File: src/rtl/shift_rows_pipe_pkg.sv
// Shared Rijndael ShiftRows helpers: row offsets, byte/column indexing and the
// state permutation itself, sized for the widest (NB=8) block.
package aes_pkg;

    localparam int NB_MAX = 8;
    localparam int DW_MAX = 32 * NB_MAX;

    // Rijndael uses offsets {0,1,2,3} up to NB=6 and {0,1,3,4} for NB=8.
    function automatic int row_offset(input int nb, input int r);
        return (nb == 8 && r >= 2) ? r + 1 : r;
    endfunction

    function automatic int byte_idx(input int c, input int r);
        return 4 * c + r;
    endfunction

    function automatic int src_col(input int nb, input int c, input int r, input bit inv);
        int off;
        off = row_offset(nb, r);
        return inv ? (c - off + nb) % nb : (c + off) % nb;
    endfunction

    function automatic logic [DW_MAX-1:0] shift_rows(input logic [DW_MAX-1:0] state,
                                                     input int nb,
                                                     input logic inv);
        logic [DW_MAX-1:0] res;
        logic [7:0]        enc_b;
        logic [7:0]        dec_b;
        res = '0;
        for (int c = 0; c < NB_MAX; c++) begin
            for (int r = 0; r < 4; r++) begin
                if (c < nb) begin
                    enc_b = state[8*byte_idx(src_col(nb, c, r, 1'b0), r) +: 8];
                    dec_b = state[8*byte_idx(src_col(nb, c, r, 1'b1), r) +: 8];
                    res[8*byte_idx(c, r) +: 8] = inv ? dec_b : enc_b;
                end
            end
        end
        return res;
    endfunction

endpackage

File: src/rtl/shift_rows_pipe_if.sv
// Valid/ready beat carrying a Rijndael state, its direction flag and a sideband tag.
interface shift_rows_pipe_if #(
    parameter int DW   = 128,
    parameter int TAGW = 4
);
    logic            valid;
    logic            ready;
    logic [DW-1:0]   data;
    logic            inv;
    logic [TAGW-1:0] tag;

    modport master (output valid, data, inv, tag, input ready);
    modport slave  (input valid, data, inv, tag, output ready);
endinterface

File: src/rtl/shift_rows_pipe_rs_stage.sv
// One valid/ready register slice holding data, tag and a valid bit; loads when
// empty or when its current contents leave in the same cycle.
module rs_stage #(
    parameter int DW   = 128,
    parameter int TAGW = 4
) (
    input  logic            clk,
    input  logic            rst_n,
    input  logic            flush,
    input  logic            up_valid,
    output logic            up_ready,
    input  logic [DW-1:0]   up_data,
    input  logic [TAGW-1:0] up_tag,
    output logic            dn_valid,
    input  logic            dn_ready,
    output logic [DW-1:0]   dn_data,
    output logic [TAGW-1:0] dn_tag
);

    logic            valid_q, valid_d;
    logic [DW-1:0]   data_q, data_d;
    logic [TAGW-1:0] tag_q, tag_d;
    logic            load;

    always_comb begin
        up_ready = !flush && (!valid_q || dn_ready);
        load     = up_valid && up_ready;
        valid_d  = valid_q && !dn_ready;
        if (load) begin
            valid_d = 1'b1;
        end
        // Flush drops whatever is held; a downstream take in this cycle still happened.
        if (flush) begin
            valid_d = 1'b0;
        end
        data_d = load ? up_data : data_q;
        tag_d  = load ? up_tag  : tag_q;
    end

    always_ff @(posedge clk or negedge rst_n) begin
        if (!rst_n) begin
            valid_q <= 1'b0;
            data_q  <= '0;
            tag_q   <= '0;
        end else begin
            valid_q <= valid_d;
            data_q  <= data_d;
            tag_q   <= tag_d;
        end
    end

    assign dn_valid = valid_q;
    assign dn_data  = data_q;
    assign dn_tag   = tag_q;

endmodule

File: src/rtl/shift_rows_pipe.sv
// Registered ShiftRows/InvShiftRows stage: permutation on the input side,
// followed by a chain of STAGES valid/ready register slices.
module shift_rows_pipe
    import aes_pkg::*;
#(
    parameter int NB     = 4,
    parameter int STAGES = 1,
    parameter int TAGW   = 4
) (
    input  logic               clk,
    input  logic               rst_n,
    input  logic               flush,
    shift_rows_pipe_if.slave   in_if,
    shift_rows_pipe_if.master  out_if
);

    localparam int DW = 32 * NB;

    if (!(NB == 4 || NB == 6 || NB == 8)) begin : g_bad_nb
        $error("shift_rows_pipe: NB must be 4, 6 or 8");
    end
    if (!(STAGES == 1 || STAGES == 2)) begin : g_bad_stages
        $error("shift_rows_pipe: STAGES must be 1 or 2");
    end

    logic [DW_MAX-1:0] state_full;
    logic [DW_MAX-1:0] shifted_full;
    logic [DW-1:0]     perm_data;

    always_comb begin
        state_full         = '0;
        state_full[DW-1:0] = in_if.data;
    end

    assign shifted_full = shift_rows(state_full, NB, in_if.inv);
    assign perm_data    = shifted_full[DW-1:0];

    // Columns beyond NB are always zero after the permutation.
    if (DW < DW_MAX) begin : g_pad
        logic unused_hi;
        assign unused_hi = ^shifted_full[DW_MAX-1:DW];
    end

    logic            vld [STAGES+1];
    logic            rdy [STAGES+1];
    logic [DW-1:0]   dat [STAGES+1];
    logic [TAGW-1:0] tg  [STAGES+1];

    assign vld[0]      = in_if.valid;
    assign dat[0]      = perm_data;
    assign tg[0]       = in_if.tag;
    assign rdy[STAGES] = out_if.ready;

    for (genvar s = 0; s < STAGES; s++) begin : g_stage
        rs_stage #(
            .DW   (DW),
            .TAGW (TAGW)
        ) u_stage (
            .clk      (clk),
            .rst_n    (rst_n),
            .flush    (flush),
            .up_valid (vld[s]),
            .up_ready (rdy[s]),
            .up_data  (dat[s]),
            .up_tag   (tg[s]),
            .dn_valid (vld[s+1]),
            .dn_ready (rdy[s+1]),
            .dn_data  (dat[s+1]),
            .dn_tag   (tg[s+1])
        );
    end

    // Held low throughout reset, not just until the first edge.
    assign in_if.ready  = rst_n && rdy[0];
    assign out_if.valid = vld[STAGES];
    assign out_if.data  = dat[STAGES];
    assign out_if.tag   = tg[STAGES];
    assign out_if.inv   = 1'b0;

endmodule

File: src/flat_wrapper.sv
// flat-port wrapper written by rule: the top's interface ports become plain ports
module shift_rows_pipe_flat import aes_pkg::*;
#(
    parameter int NB     = 4,
    parameter int STAGES = 1,
    parameter int TAGW   = 4
)
  (clk, rst_n, flush, in_if_valid, in_if_data, in_if_inv, in_if_tag, in_if_ready, out_if_valid, out_if_data, out_if_inv, out_if_tag, out_if_ready);
  shift_rows_pipe_if #(.DW(128), .TAGW(TAGW)) in_if_i ();
  shift_rows_pipe_if #(.DW(128), .TAGW(TAGW)) out_if_i ();
  input  logic clk;
  input  logic rst_n;
  input  logic flush;
  input wire logic [$bits(in_if_i.valid)-1:0] in_if_valid;
  input wire logic [$bits(in_if_i.data)-1:0] in_if_data;
  input wire logic [$bits(in_if_i.inv)-1:0] in_if_inv;
  input wire logic [$bits(in_if_i.tag)-1:0] in_if_tag;
  output wire logic [$bits(in_if_i.ready)-1:0] in_if_ready;
  output wire logic [$bits(out_if_i.valid)-1:0] out_if_valid;
  output wire logic [$bits(out_if_i.data)-1:0] out_if_data;
  output wire logic [$bits(out_if_i.inv)-1:0] out_if_inv;
  output wire logic [$bits(out_if_i.tag)-1:0] out_if_tag;
  input wire logic [$bits(out_if_i.ready)-1:0] out_if_ready;
  assign in_if_i.valid = in_if_valid;
  assign in_if_i.data = in_if_data;
  assign in_if_i.inv = in_if_inv;
  assign in_if_i.tag = in_if_tag;
  assign in_if_ready = in_if_i.ready;
  assign out_if_valid = out_if_i.valid;
  assign out_if_data = out_if_i.data;
  assign out_if_inv = out_if_i.inv;
  assign out_if_tag = out_if_i.tag;
  assign out_if_i.ready = out_if_ready;
  shift_rows_pipe #(.NB(NB), .STAGES(STAGES), .TAGW(TAGW)) u_core (.clk(clk), .rst_n(rst_n), .flush(flush), .in_if(in_if_i), .out_if(out_if_i));
endmodule
File: config.mk
export PLATFORM = sky130hd
export DESIGN_NAME = shift_rows_pipe_flat
export DESIGN_NICKNAME = d
export VERILOG_FILES = /design/src/rtl/shift_rows_pipe_pkg.sv /design/src/rtl/shift_rows_pipe_if.sv /design/src/rtl/shift_rows_pipe_rs_stage.sv /design/src/rtl/shift_rows_pipe.sv /design/src/flat_wrapper.sv
export SDC_FILE = /design/constraint.sdc
export NUM_CORES = 1
export LEC_CHECK = 0
export BUFFER_PORTS_ARGS = -buffer_cell sky130_fd_sc_hd__buf_2
export CAP_MARGIN = 20
export CORE_UTILIZATION = 50
export DETAILED_ROUTE_END_ITERATION = 8
export PLACE_DENSITY = 0.84
export SYNTH_ARGS = -nofsm -noshare
export SYNTH_HDL_FRONTEND = slang
export SYNTH_HIERARCHICAL = 1
export SYNTH_SLANG_ARGS = --single-unit
File: constraint.sdc
create_clock -name clk -period 3 [get_ports clk]
set_input_delay 0.3 -clock clk [delete_from_list [all_inputs] [get_ports clk]]
set_output_delay 0.3 -clock clk [all_outputs]
set_load 0.01 [all_outputs]
After elaboration in Yosys (flattened, before gate mapping)
Index checks and enable logic that the tools add are counted.
{ "op_classes": {"multipliers": 0, "reduce_logical": 8, "order_cmp": 0, "eq_ne": 0, "n_bitwise": 0, "n_shift": 0, "div": 0, "n_addsub": 0, "muxes": 10} }
{ "op_table": {"columns": ["cell", "n"], "rows": [
  ["2-to-1 mux 8 bit", 8],
  ["logical AND 1 bit", 4],
  ["logical NOT 1 bit", 3],
  ["2-to-1 mux 1 bit", 2],
  ["logical OR 1 bit", 1]
]} }
{ "word_totals": {"wordCells": 21, "mem_bits_ro": 0, "latchBits": 0, "mem_bits_rw": 0, "inputBits": 138, "register_bits": 133, "mem_count": 0} }

Logic depth before layout (Yosys ltp)
Gate-level depths: netlist of run 1.
{ "logic_depth": {"depth_word": 6, "depth_mapped": 5} }

Hierarchy
The synthesis of run 1 kept the hierarchy.
{ "by_module_without_submodules": {"columns": ["module", "cells_per_inst", "area_each_um2", "n_inst"], "rows": [
  ["rs_stage", 284, 4971.0, 1],
  ["shift_rows_pipe", 74, 1094.8, 1]
]} }

Worst setup path before layout of run 1
No wires, ideal clock.
{ "synth_timing": {"path_kind": "register to register", "startpoint": "register u_core.g_stage[0].u_stage.valid_q", "endpoint": "register u_core.g_stage[0].u_stage.data_q[100]", "t_arrival_ps": 1476, "path_stages_with_launch": 6, "path_slack_ps": 1396, "path_buffers": 2, "setup_ps": 127, "synth_period_minus_slack_ps": 1604, "cell_sequence": "dfrtp_1 nor2b_1 nor3b_2 buf_6 buf_6 mux2_1"} }
{ "synth_between": {"elab_chain_len": 4} }
{ "synth_lines": {"columns": ["element", "line", "text"], "rows": [
  ["start, declared", "shift_rows_pipe_rs_stage.sv:20", "logic valid_q, valid_d;"],
  ["start signal, assigned", "shift_rows_pipe_rs_stage.sv:46", "valid_q <= valid_d;"],
  ["logical NOT 1 bit", "shift_rows_pipe_rs_stage.sv:26", "up_ready = !flush && (!valid_q || dn_ready);"],
  ["logical OR 1 bit", "shift_rows_pipe_rs_stage.sv:26", null],
  ["logical AND 1 bit", "shift_rows_pipe_rs_stage.sv:26", null],
  ["logical AND 1 bit", "shift_rows_pipe_rs_stage.sv:27", "load = up_valid && up_ready;"],
  ["end signal, assigned", "shift_rows_pipe_rs_stage.sv:47", "data_q <= data_d;"],
  ["end, declared", "shift_rows_pipe_rs_stage.sv:21", "logic [DW-1:0] data_q, data_d;"]
]} }
No other way between the ends.
A chain may end at the register's enable or synchronous reset.

Worst setup path after layout of run 1
{ "layout_timing": {"startpoint": "register u_core.g_stage[0].u_stage.valid_q", "endpoint": "register u_core.g_stage[0].u_stage.data_q[103]"} }
The elaborated chain is that of the path after synthesis.

==> reports/metrics.cfg, run 1 <==
[run_status]
failed_checks=design-rule violations
status=complete, but fails checks

[routing]
final_antenna_net_count=0
wl_met2_um=7400
routed_wl_um=13700
drtIter0Drc=154
vias_per_cell=5.08
vias=4026
drcViolationCount=17
drtPass1Iterations=9
drt-met1-wl_um=4970
met3WireLength_um=1070
top_layer=met4
avgRoutedWirePerCell_um=17.3

[synthesis]
synth_area_um2=6070
netlist.area_leader.share_pct=54.9
synthArstFlopShare_pct=100
syn_inst=358
synth_top_cells_by_count=133 x dfrtp_1, 80 x mux2_1, 60 x mux2_4, 56 x mux2_2, 10 x buf_6
ys_types=13
synth_edf_count=0
synth.area.top_cells=dfrtp_1 55%, mux2_1 15%, mux2_4 15%
ys_seq_area_share_pct=54.9
post-synth-top-count-cell=dfrtp_1
ys_ff_latch=133
ys.flop_type=dfrtp_1
synth_largest_area_cell=dfrtp_1
syn_area_per_cell_um2=16.9
yosysWarnings=6
synth.net_count=496

[worst_setup_path]
r2r-end=u_core/g_stage[0].u_stage/dn_data[103]$_DFFE_PN0P_
crit_family=simple AND/OR/NAND/NOR gates
cp_data_arrival_time_ns=2.38
r2r-start=u_core/g_stage[0].u_stage/dn_valid$_DFF_PN0_
ff2ff_setup_slack_ns=0.91
critPathRequiredTime_ns=3.29
rr_worst_depth=5
critical_path.slowest_cell=nor3b_4
path_common_cell=buf_12
crit_fanout=33
end_kind=register
path_cells=nor2b_1 -> nor3b_4 -> buf_12 -> buf_12 -> mux2_1
worst-path-buf-inv=2
cp_slowest_stage_delay_ns=0.57
start_kind=register
crit_type=reg2reg

[placed_design]
postPlaceCellArea_um2=7520
port_buffers=271
gp_congestion=0.769
place_hpwl_um=10200

[worst_hold_path]
worstHoldStart=in_if_data[97]
hold_end=u_core/g_stage[0].u_stage/dn_data[97]$_DFFE_PN0P_
timing.hold.worst_path_depth=2
hold_path.class=in2reg

[sta]
setup_tns_ns=0
final.min_clock_period_ns=2.09
slew_headroom_pct=43.7
hold_viol_final=0
min_period_over_period_pct=69.6
rsz0062_at_grt=no
worst_slew_pin_slew_ns=0.844
slew_viol_final=0
setup_viol=0
timing.fmax_ghz=0.479
clock_skew_ns=0.00520

[clock_tree]
postCtsSetupRepairBufs=0
cts-root-buf=clkbuf_16
clockBufferDepth=2
cts_max_level=4
cts_buffers=17
clkTransAtPathRegs_ns=0.05
clock_latency_ns=0.41
clock-sinks=133
cts_resized=0
cts_tree=done

[pwr]
vdd.ir_drop.worst_uv=429
powerDensity_nw_per_um2=694
leakagePower_uw=0.00409

[flow_run]
cap_violations=0

[floorplan]
initial_utilization_pct=52.2
die_area_um2=12600
rows=39
core_area_um2=11600
die_h_um=112
die_width_um=112
io_pins=273

[global_routing]
grt_max_degree=68
antenna_found_initial=0
grt_pass1_wl_um=22600
first_global_vias=4602
grt_usage_pct=23.4
grt_overflow=0

[finish]
area_growth_syn_to_layout_pct=34.7
drive_above_1_share_pct=66.0
fin_area_um2=8170
n_antenna_cell=0
final_net_count=776

-- worst reg2reg max path: stages, from the launching register on --
cell	delay, ns
dfrtp_1	0.37
nor2b_1	0.17
nor3b_4	0.57
buf_12	0.26
buf_12	0.23
mux2_1	0.36
-- placed cells by master (no fill, tap or decap), drive strengths merged --
master	netlist	routed
and2	1	1
nor3b	1	1
nor2	3	3
buf	22	282
dfrtp	133	133
nor2b	1	1
clkbuf	0	23
mux2	196	196
conb	1	1
clkinvlp	0	2
dlygate4sd3	0	1
bufinv	0	4
clkinv	0	2
-- layout make-up --
| cell class | count | area [um^2] |
|---|---|---|
| multi-input combinational | 203 | 2480 |
| fill | 789 | 3440 |
| timing repair buffer | 283 | 1540 |
| sequential | 133 | 3330 |
| clock inverter | 8 | 145 |
| tap | 143 | 179 |
| clock buffer | 23 | 498 |
-- metal layers --
layer / vias to the layer above / GRT usage [%]
met5: - / 0
met4: 0 / 10.1
met3: 23 / 6.97
met2: 172 / 42.7
met1: 1997 / 25.3
li1: 1834 / -
-- how the worst max path moves through the flow --
stage | startpoint | end | slack, ns | cells after the start
after CTS | u_core/g_stage[0].u_stage/dn_valid$_DFF_PN0_ | u_core/g_stage[0].u_stage/dn_data[103]$_DFFE_PN0P_ | 0.90 | 5
after global routing | u_core/g_stage[0].u_stage/dn_valid$_DFF_PN0_ | u_core/g_stage[0].u_stage/dn_data[50]$_DFFE_PN0P_ | 0.78 | 5
after floorplan | u_core/g_stage[0].u_stage/dn_valid$_DFF_PN0_ | u_core/g_stage[0].u_stage/dn_data[100]$_DFFE_PN0P_ | 1.40 | 5
after detailed placement | u_core/g_stage[0].u_stage/dn_valid$_DFF_PN0_ | u_core/g_stage[0].u_stage/dn_data[103]$_DFFE_PN0P_ | 0.91 | 5
final | u_core/g_stage[0].u_stage/dn_valid$_DFF_PN0_ | u_core/g_stage[0].u_stage/dn_data[103]$_DFFE_PN0P_ | 0.91 | 5
after global placement | u_core/g_stage[0].u_stage/dn_valid$_DFF_PN0_ | u_core/g_stage[0].u_stage/dn_data[15]$_DFFE_PN0P_ | 1.0 | 5
-- kinds of logic (layout without fill, tap and decap cells) --
| group | count (synthesis) | count (layout) | share of synthesized area (%) |
|---|---|---|---|
| flops | 133 | 133 | 54.9 |
| simple gates | 6 | 6 | 0.598 |
| buf+inv | 22 | 314 | 4.37 |
| mux | 196 | 196 | 40.1 |
| other cells | 1 | 1 | 0.0618 |
-- sequential cells by signal, indices dropped and copies added (netlist names) --
signal,count
u_core/g_stage.u_stage/dn_valid,1
u_core/g_stage.u_stage/dn_data,128
u_core/g_stage.u_stage/dn_tag,4
-- where the power goes --
group	leakage (uW)	switching, uW	internal [uW]
combinational	0.00221	556	621
clock	0.000311	719	1490
sequential	0.00156	160	2120
-- through the flow --
| stage | total power (uW) | setup slack [ns] | instances | util, % | hold slack (ns) |
|---|---|---|---|---|---|
| 6_report | 5670 | 0.911 | 793 | 70.4 | 0.104 |
| 5_1_grt | 5920 | 0.776 | 793 | 70.4 | 0.0919 |
| 4_1_cts | 5730 | 0.900 | 793 | 70.4 | 0.0864 |
| 3_5_place_dp | 3490 | 0.906 | 761 | 64.7 | 0.179 |
| 3_3_place_gp | 3430 | 0.998 | 761 | 64.7 | 0.176 |
| 2_1_floorplan | 2920 | 1.40 | 358 | - | 0.00441 |
-- what timing repair did --
action / 4_1_cts / 5_1_grt
hold endpoints to repair: 14 / 0
setup endpoints to repair: 0 / 0
hold buffers: 1 / 0
Note: power is estimated with default switching activity, not from simulation.
==> run 2: changes to the inputs <==
ABC_AREA = 1   (was not set)
CORE_UTILIZATION = 43   (was 50)
PLACE_DENSITY = 0.76   (was 0.84)
clock period = 1.9 ns   (was 3 ns; I/O delays follow)
==> run 2 against run 1 <==
Net effect:
- the run now ends clean
- area after synthesis increased by 4.8%
- largest cell class unchanged
- die area increased by 21%
- hold slack got worse by 0.079 ns
- count of clock-buffer cells in the layout decreased by 6
- critical path depth unchanged
- critical path type is now in2out
- worst setup slack got worse by 0.54 ns
- power increased by 54%
- core utilization decreased by 12 points
==> reports/metrics.cfg, run 2 <==
[sta]
setup_viol=0  ; unchanged
hold_viol_final=0  ; unchanged
clock_skew_ns=0.00854  ; was 0.00520 ns
final.min_clock_period_ns=1.53
setup_tns_ns=0  ; unchanged
rsz0062_at_grt=no  ; unchanged
setup_ws_ns=0.368  ; was 0.911 ns
timing.fmax_ghz=0.653
min_period_over_period_pct=80.7
slew_viol_final=0  ; unchanged

[floorplan]
die_area_um2=15300  ; was 12,600 um^2
die_width_um=124  ; was 112 um
rows=44  ; was 39
core_area_um2=14500  ; was 11,600 um^2
die_h_um=124  ; was 112 um
initial_utilization_pct=43.9  ; was 52.2%
io_pins=273  ; unchanged

[synthesis]
yosysWarnings=6  ; unchanged
netlist.area_leader.share_pct=52.3  ; was 54.9%
synth.area.top_cells=dfrtp_1 52%, nand2_1 27%, nand4_1 13%  ; was dfrtp_1 55%, mux2_1 15%, mux2_4 15%
syn_inst=803  ; was 358
ys.flop_type=dfrtp_1  ; unchanged
synth_area_um2=6360  ; was 6070 um^2
ys_types=15  ; was 13
synth_edf_count=0  ; unchanged
synth_largest_area_cell=dfrtp_1  ; unchanged
ys_ff_latch=133  ; unchanged
synthArstFlopShare_pct=100  ; unchanged
post-synth-top-count-cell=nand2_1  ; was dfrtp_1
syn_area_per_cell_um2=7.92  ; was 16.9 um^2
synth.net_count=941  ; was 496
synth_top_cells_by_count=457 x nand2_1, 133 x dfrtp_1, 132 x nand4_1, 31 x buf_2, 19 x clkbuf_1  ; was 133 x dfrtp_1, 80 x mux2_1, 60 x mux2_4, 56 x mux2_2, 10 x buf_6
ys_seq_area_share_pct=52.3  ; was 54.9%

[routing]
drtPass1Iterations=5  ; was 9
routed_wl_um=19200  ; was 13,700 um
vias=6368  ; was 4,026
final_antenna_net_count=0  ; unchanged
avgRoutedWirePerCell_um=15.5  ; was 17.3 um
drcViolationCount=0  ; was 17
drtIter0Drc=552  ; was 154
vias_per_cell=5.15  ; was 5.08

[pwr]
leakagePower_uw=0.00494  ; was 0.00409 uW
power_uw=8730  ; was 5670 uW
vdd.ir_drop.worst_uv=541  ; was 429 uV
powerDensity_nw_per_um2=1040  ; was 694 nW/um^2

[global_routing]
grt_pass1_wl_um=29500  ; was 22,600 um
grt_usage_pct=25.2  ; was 23.4%
grt_overflow=0  ; unchanged
grt_max_degree=78  ; was 68
antenna_found_initial=3  ; was 0
first_global_vias=5815  ; was 4,602

[finish]
final_common_cell=nand2_1  ; was buf_2
area_growth_syn_to_layout_pct=32.2  ; was 34.7%
multiInputGateArea_um2=2580  ; was 2480 um^2
final_cell_mix=457 x nand2_1, 269 x buf_2, 133 x dfrtp_1  ; was 269 x buf_2, 133 x dfrtp_1, 80 x mux2_1
stdcell_count=1237  ; was 793
final_net_count=1178  ; was 776
drive_above_1_share_pct=30.7  ; was 66.0%
largest_reg_flops=128  ; unchanged
fin_area_um2=8400  ; was 8170 um^2
register_area_um2=3330  ; unchanged
fillers=1393  ; was 789

[worst_setup_path]
crit_fanout=32  ; was 33
cp_data_arrival_time_ns=1.34  ; was 2.38 ns
ff2ff_setup_slack_ns=0.66  ; was 0.91 ns
end_kind=primary output  ; was register
crit_type=in2out  ; was reg2reg
critPathRequiredTime_ns=1.71  ; was 3.29 ns
start_kind=input port  ; was register

[run_status]
status=completed  ; was complete, but fails checks

[clock_tree]
ctsHoldBuffers=1  ; unchanged
clock_latency_ns=0.42  ; was 0.41 ns
clkTransAtPathRegs_ns=0.06  ; was 0.05 ns
cts_resized=0  ; unchanged
cts_max_level=4  ; unchanged
cts-root-buf=clkbuf_16  ; unchanged
clockBufferDepth=2  ; unchanged
clock-sinks=133  ; unchanged
postCtsSetupRepairBufs=0  ; unchanged
cts_tree=done  ; unchanged
cts_buffers=17  ; unchanged

[placed_design]
place_hpwl_um=12700  ; was 10,200 um
postPlaceCellArea_um2=7760  ; was 7520 um^2
gp_congestion=0.811  ; was 0.769
port_buffers=271  ; unchanged
dp_cells=1204  ; was 761
place_ws_ns=0.636  ; was 0.906 ns

[worst_hold_path]
hold_path.class=in2reg  ; unchanged

[flow_run]
cap_violations=0  ; unchanged

==> run 2: changes by cell type in the layout (fill, tap and decap cells not counted), sizes merged, moves of 2 or more <==
cell    before  now
mux2       196    0
nor2         3    0
buf        282  288
nand4        0  132
clkbuf      23   17
clkinv       2    6
inv          0    5
nand2        0  458
a21oi        0    2
==> run 2: cells by family after synthesis <==
kind of cell    count (synthesis)  share of synthesized area, %
other cells                     1                        0.0590
simple gates                  591                          40.2
compound gates                  2                         0.157
buf+inv                        76                          7.22
flops                         133                          52.3
==> run 2: cell type report <==
class / instances / area share, %
well taps: 184 / 2.74
flip-flops and latches: 133 / 39.6
multi-input cells: 594 / 30.7
diodes: 1 / 0.0298
clock buffers: 17 / 5.06
repair buffers: 289 / 19.1
clock inverters: 14 / 2.50
inverters: 5 / 0.253
==> run 2: worst paths after layout <==
| path | endpoint | cells past startpoint | from |
|---|---|---|---|
| setup / recovery | in_if_ready | 5 | rst_n |
| hold / removal | u_core/g_stage[0].u_stage/dn_data[117]$_DFFE_PN0P_ | 3 | in_if_data[53] |
| setup reg to reg | u_core/g_stage[0].u_stage/dn_data[94]$_DFFE_PN0P_ | 4 | u_core/g_stage[0].u_stage/dn_valid$_DFF_PN0_ |
| hold reg to reg | u_core/g_stage[0].u_stage/dn_data[108]$_DFFE_PN0P_ | 2 | u_core/g_stage[0].u_stage/dn_data[108]$_DFFE_PN0P_ |
| max in group asynchronous | u_core/g_stage[0].u_stage/dn_data[103]$_DFFE_PN0P_ | 3 | rst_n |
| min in group asynchronous | u_core/g_stage[0].u_stage/dn_tag[1]$_DFFE_PN0P_ | 2 | rst_n |
==> run 2: worst max-delay path: stages <==
cell and delay, ns:
dlygate4sd3_1 0.55, buf_6 0.31, nand2_1 0.10, inv_1 0.06, buf_2 0.12
==> run 2: per-stage QoR <==
step,utilization [%],hold slack [ns]
final,58.0,0.0249
after global routing,58.0,0.0184
after CTS,58.0,0.00503
after detailed placement,53.6,0.0977
after global placement,53.6,0.0961
after floorplan,-,-0.106
==> run 2: power by group <==
| part | switching [uW] | total (uW) | internal [uW] |
|---|---|---|---|
| sequential | 226 | 3480 | 3260 |
| clock | 1210 | 3530 | 2310 |
| combinational | 1050 | 1720 | 674 |
| total | 2490 | 8730 | 6240 |
==> run 2: routing by layer <==
metal | share of wire [%] | global-route usage (%)
met5 | 0.052 | 0
met4 | 2.2 | 11.4
met3 | 8.1 | 7.05
met2 | 48 | 39.4
met1 | 42 | 32.4
==> run 3: changes to the inputs <==
clock period = 1.4 ns   (was 1.9 ns; I/O delays follow)
==> run 3 against run 2 <==
Net effect:
- sequential power is 36% higher
- global-route usage is 0.99 points higher
- core utilization is 5.0 points higher
- clock skew is 0.0043 ns lower
==> reports/metrics.cfg, run 3 (same netlist as run 2, synthesis figures left out) <==
[finish]
finalCoreUtilization_pct=63.1  ; was 58.0%
largest_reg_flops=128  ; unchanged
fillers=1235  ; was 1,393
register_area_um2=3330  ; unchanged
n_antenna_cell=0  ; was 1
area_growth_syn_to_layout_pct=43.6  ; was 32.2%
final_net_count=1246  ; was 1,178
multiInputGateArea_um2=2590  ; was 2580 um^2
drive_above_1_share_pct=29.1  ; was 30.7%
final_cell_mix=457 x nand2_1, 269 x buf_2, 133 x dfrtp_1  ; unchanged
final_common_cell=nand2_1  ; unchanged

[worst_setup_path]
worst-path-buf-inv=4  ; unchanged
rr_worst_depth=5  ; was 4
path_common_cell=buf_2
crit_fanout=3  ; was 32
cp_data_arrival_time_ns=1.22  ; was 1.34 ns
end_kind=primary output  ; unchanged
critical_path.slowest_cell=dlygate4sd3_1  ; unchanged
path_cells=dlygate4sd3_1 -> buf_2 -> a21oi_2 -> nand2_1 -> inv_1 -> buf_2  ; was dlygate4sd3_1 -> buf_6 -> nand2_1 -> inv_1 -> buf_2
setup.worst_path.start=flush  ; was rst_n
path_depth=6  ; was 5
r2r-end=u_core/g_stage[0].u_stage/dn_data[118]$_DFFE_PN0P_  ; was u_core/g_stage[0].u_stage/dn_data[94]$_DFFE_PN0P_
worstSetupEndpoint=in_if_ready  ; unchanged
critPathRequiredTime_ns=1.26  ; was 1.71 ns
start_kind=input port  ; unchanged
crit_type=in2out  ; unchanged
r2r-start=u_core/g_stage[0].u_stage/dn_valid$_DFF_PN0_  ; unchanged
ff2ff_setup_slack_ns=0.19  ; was 0.66 ns
cp_slowest_stage_delay_ns=0.55  ; about the same
crit_family=buffers and inverters  ; unchanged

[global_routing]
grt_overflow=0  ; unchanged
grt_pass1_wl_um=31300  ; was 29,500 um
antenna_found_initial=0  ; was 3
grt_max_degree=93  ; was 78
first_global_vias=6292  ; was 5,815
grt_usage_pct=26.2  ; was 25.2%

[clock_tree]
clkTransAtPathRegs_ns=0.06  ; about the same
cts-root-buf=clkbuf_16  ; unchanged
cts_buffers=17  ; unchanged
clock_latency_ns=0.41  ; was 0.42 ns
cts_tree=done  ; unchanged
clock-sinks=133  ; unchanged
clockBufferDepth=2  ; unchanged
cts_max_level=4  ; unchanged

[sta]
setup_viol=0  ; unchanged
slew_headroom_pct=66.3
timing.fmax_ghz=0.737
setup_ws_ns=0.0431  ; was 0.368 ns
final.min_clock_period_ns=1.36
min_period_over_period_pct=96.9
worst_slew_pin_slew_ns=0.506
slew_viol_final=0  ; unchanged
clock_skew_ns=0.00423  ; was 0.00854 ns
rsz0062_at_grt=yes  ; was no
hold_viol_final=0  ; unchanged

[routing]
drtIter0Drc=526  ; was 552
met3WireLength_um=1530  ; was 1560 um
avgRoutedWirePerCell_um=15.4  ; was 15.5 um
wl_met2_um=9630  ; was 9180 um
vias_per_cell=5.20  ; was 5.15
vias=6782  ; was 6,368
final_antenna_net_count=0  ; unchanged
drtPass1Iterations=7  ; was 5
top_layer=met4  ; was met5
routed_wl_um=20100  ; was 19,200 um
drcViolationCount=0  ; unchanged
drt-met1-wl_um=8290  ; was 8020 um

[pwr]
leakagePower_uw=0.00525  ; was 0.00494 uW
powerDensity_nw_per_um2=1330  ; was 1040 nW/um^2
vdd.ir_drop.worst_uv=823  ; was 541 uV
power_uw=12100  ; was 8730 uW

[floorplan]
initial_utilization_pct=43.9  ; unchanged
die_area_um2=15300  ; unchanged
rows=44  ; unchanged
core_area_um2=14500  ; unchanged
die_width_um=124  ; unchanged
io_pins=273  ; unchanged
die_h_um=124  ; unchanged

[placed_design]
port_buffers=271  ; unchanged
gp_congestion=0.803  ; was 0.811
place_ws_ns=0.140  ; was 0.636 ns
place_hpwl_um=12400  ; was 12,700 um

[flow_run]
cap_violations=0  ; unchanged

[run_status]
status=completed  ; unchanged

[worst_hold_path]
hold_path.class=in2reg  ; unchanged

## run 3: cell types whose count changed in the layout (fill, tap and decap cells not counted)
cell           before  now
buf_12              8   10
clkinvlp_4          3    4
buf_4              10    8
a21oi_1             2    1
clkbuf_8            0    2
dlygate4sd3_1       1   68
buf_6               1    2
clkinv_4            2    1
diode_2             1    0
a21oi_2             0    1
clkinv_2            4    3
## run 3: what timing repair did
item / in CTS / in global routing
hold buffers: 68 / 0
setup endpoints to repair: 0 / 1
resized for setup: 0 / 2
setup buffers: 0 / 0
endpoints found under the hold margin: 200 / 0
## run 3: report_power, final
part / leakage (uW) / internal [uW] / switching [uW]
Clock: 0.000311 / 3250 / 1650
Sequential: 0.00166 / 4420 / 306
Combinational: 0.00328 / 1050 / 1460
## run 3: worst min path at each step
stage	start	end	slack, ns	depth (start not counted)
2_1_floorplan	rst_n	u_core/g_stage[0].u_stage/dn_data[0]$_DFFE_PN0P_	-0.16	0
3_3_place_gp	rst_n	u_core/g_stage[0].u_stage/dn_data[0]$_DFFE_PN0P_	-0.03	1
3_5_place_dp	rst_n	u_core/g_stage[0].u_stage/dn_data[0]$_DFFE_PN0P_	-0.03	1
4_1_cts	in_if_data[55]	u_core/g_stage[0].u_stage/dn_data[119]$_DFFE_PN0P_	0.004	3
5_1_grt	in_if_data[84]	u_core/g_stage[0].u_stage/dn_data[20]$_DFFE_PN0P_	0.01	3
6_report	in_if_data[55]	u_core/g_stage[0].u_stage/dn_data[119]$_DFFE_PN0P_	0.02	3
## run 3: worst register-to-register path: cells and delay by family (launching register included)
| kind | cells | cell delay, ns |
|---|---|---|
| AND/OR/NAND/NOR | 4 | 0.45 |
| flip-flops | 1 | 0.42 |
| buffers and inverters | 1 | 0.22 |
## run 3: through the flow
step                std cells  hold WS (ns)  TNS, ns  cell area [um^2]
finish                   1305        0.0197        0              9130
global route             1305        0.0125  -0.0485              9130
CTS                      1305       0.00413        0              9130
detailed placement       1205       -0.0252        0              7790
global placement         1205       -0.0277        0              7790
floorplan                 803        -0.156        0              6360
## run 3: final cells by class
cell class                 count  share of cell area (%)
clock buffer                  19                    4.96
sequential                   133                    36.4
tap                          184                    2.52
inverter                       5                   0.233
timing repair buffer         357                    25.3
multi-input combinational    594                    28.3
clock inverter                13                    2.23
## run 3: metal layers
metal  up-vias  global-route usage, %
met3        47                   6.36
li1       3247                      -
met1      3171                   33.5
met2       317                   42.0
met4         0                   11.7
met5         -                      0
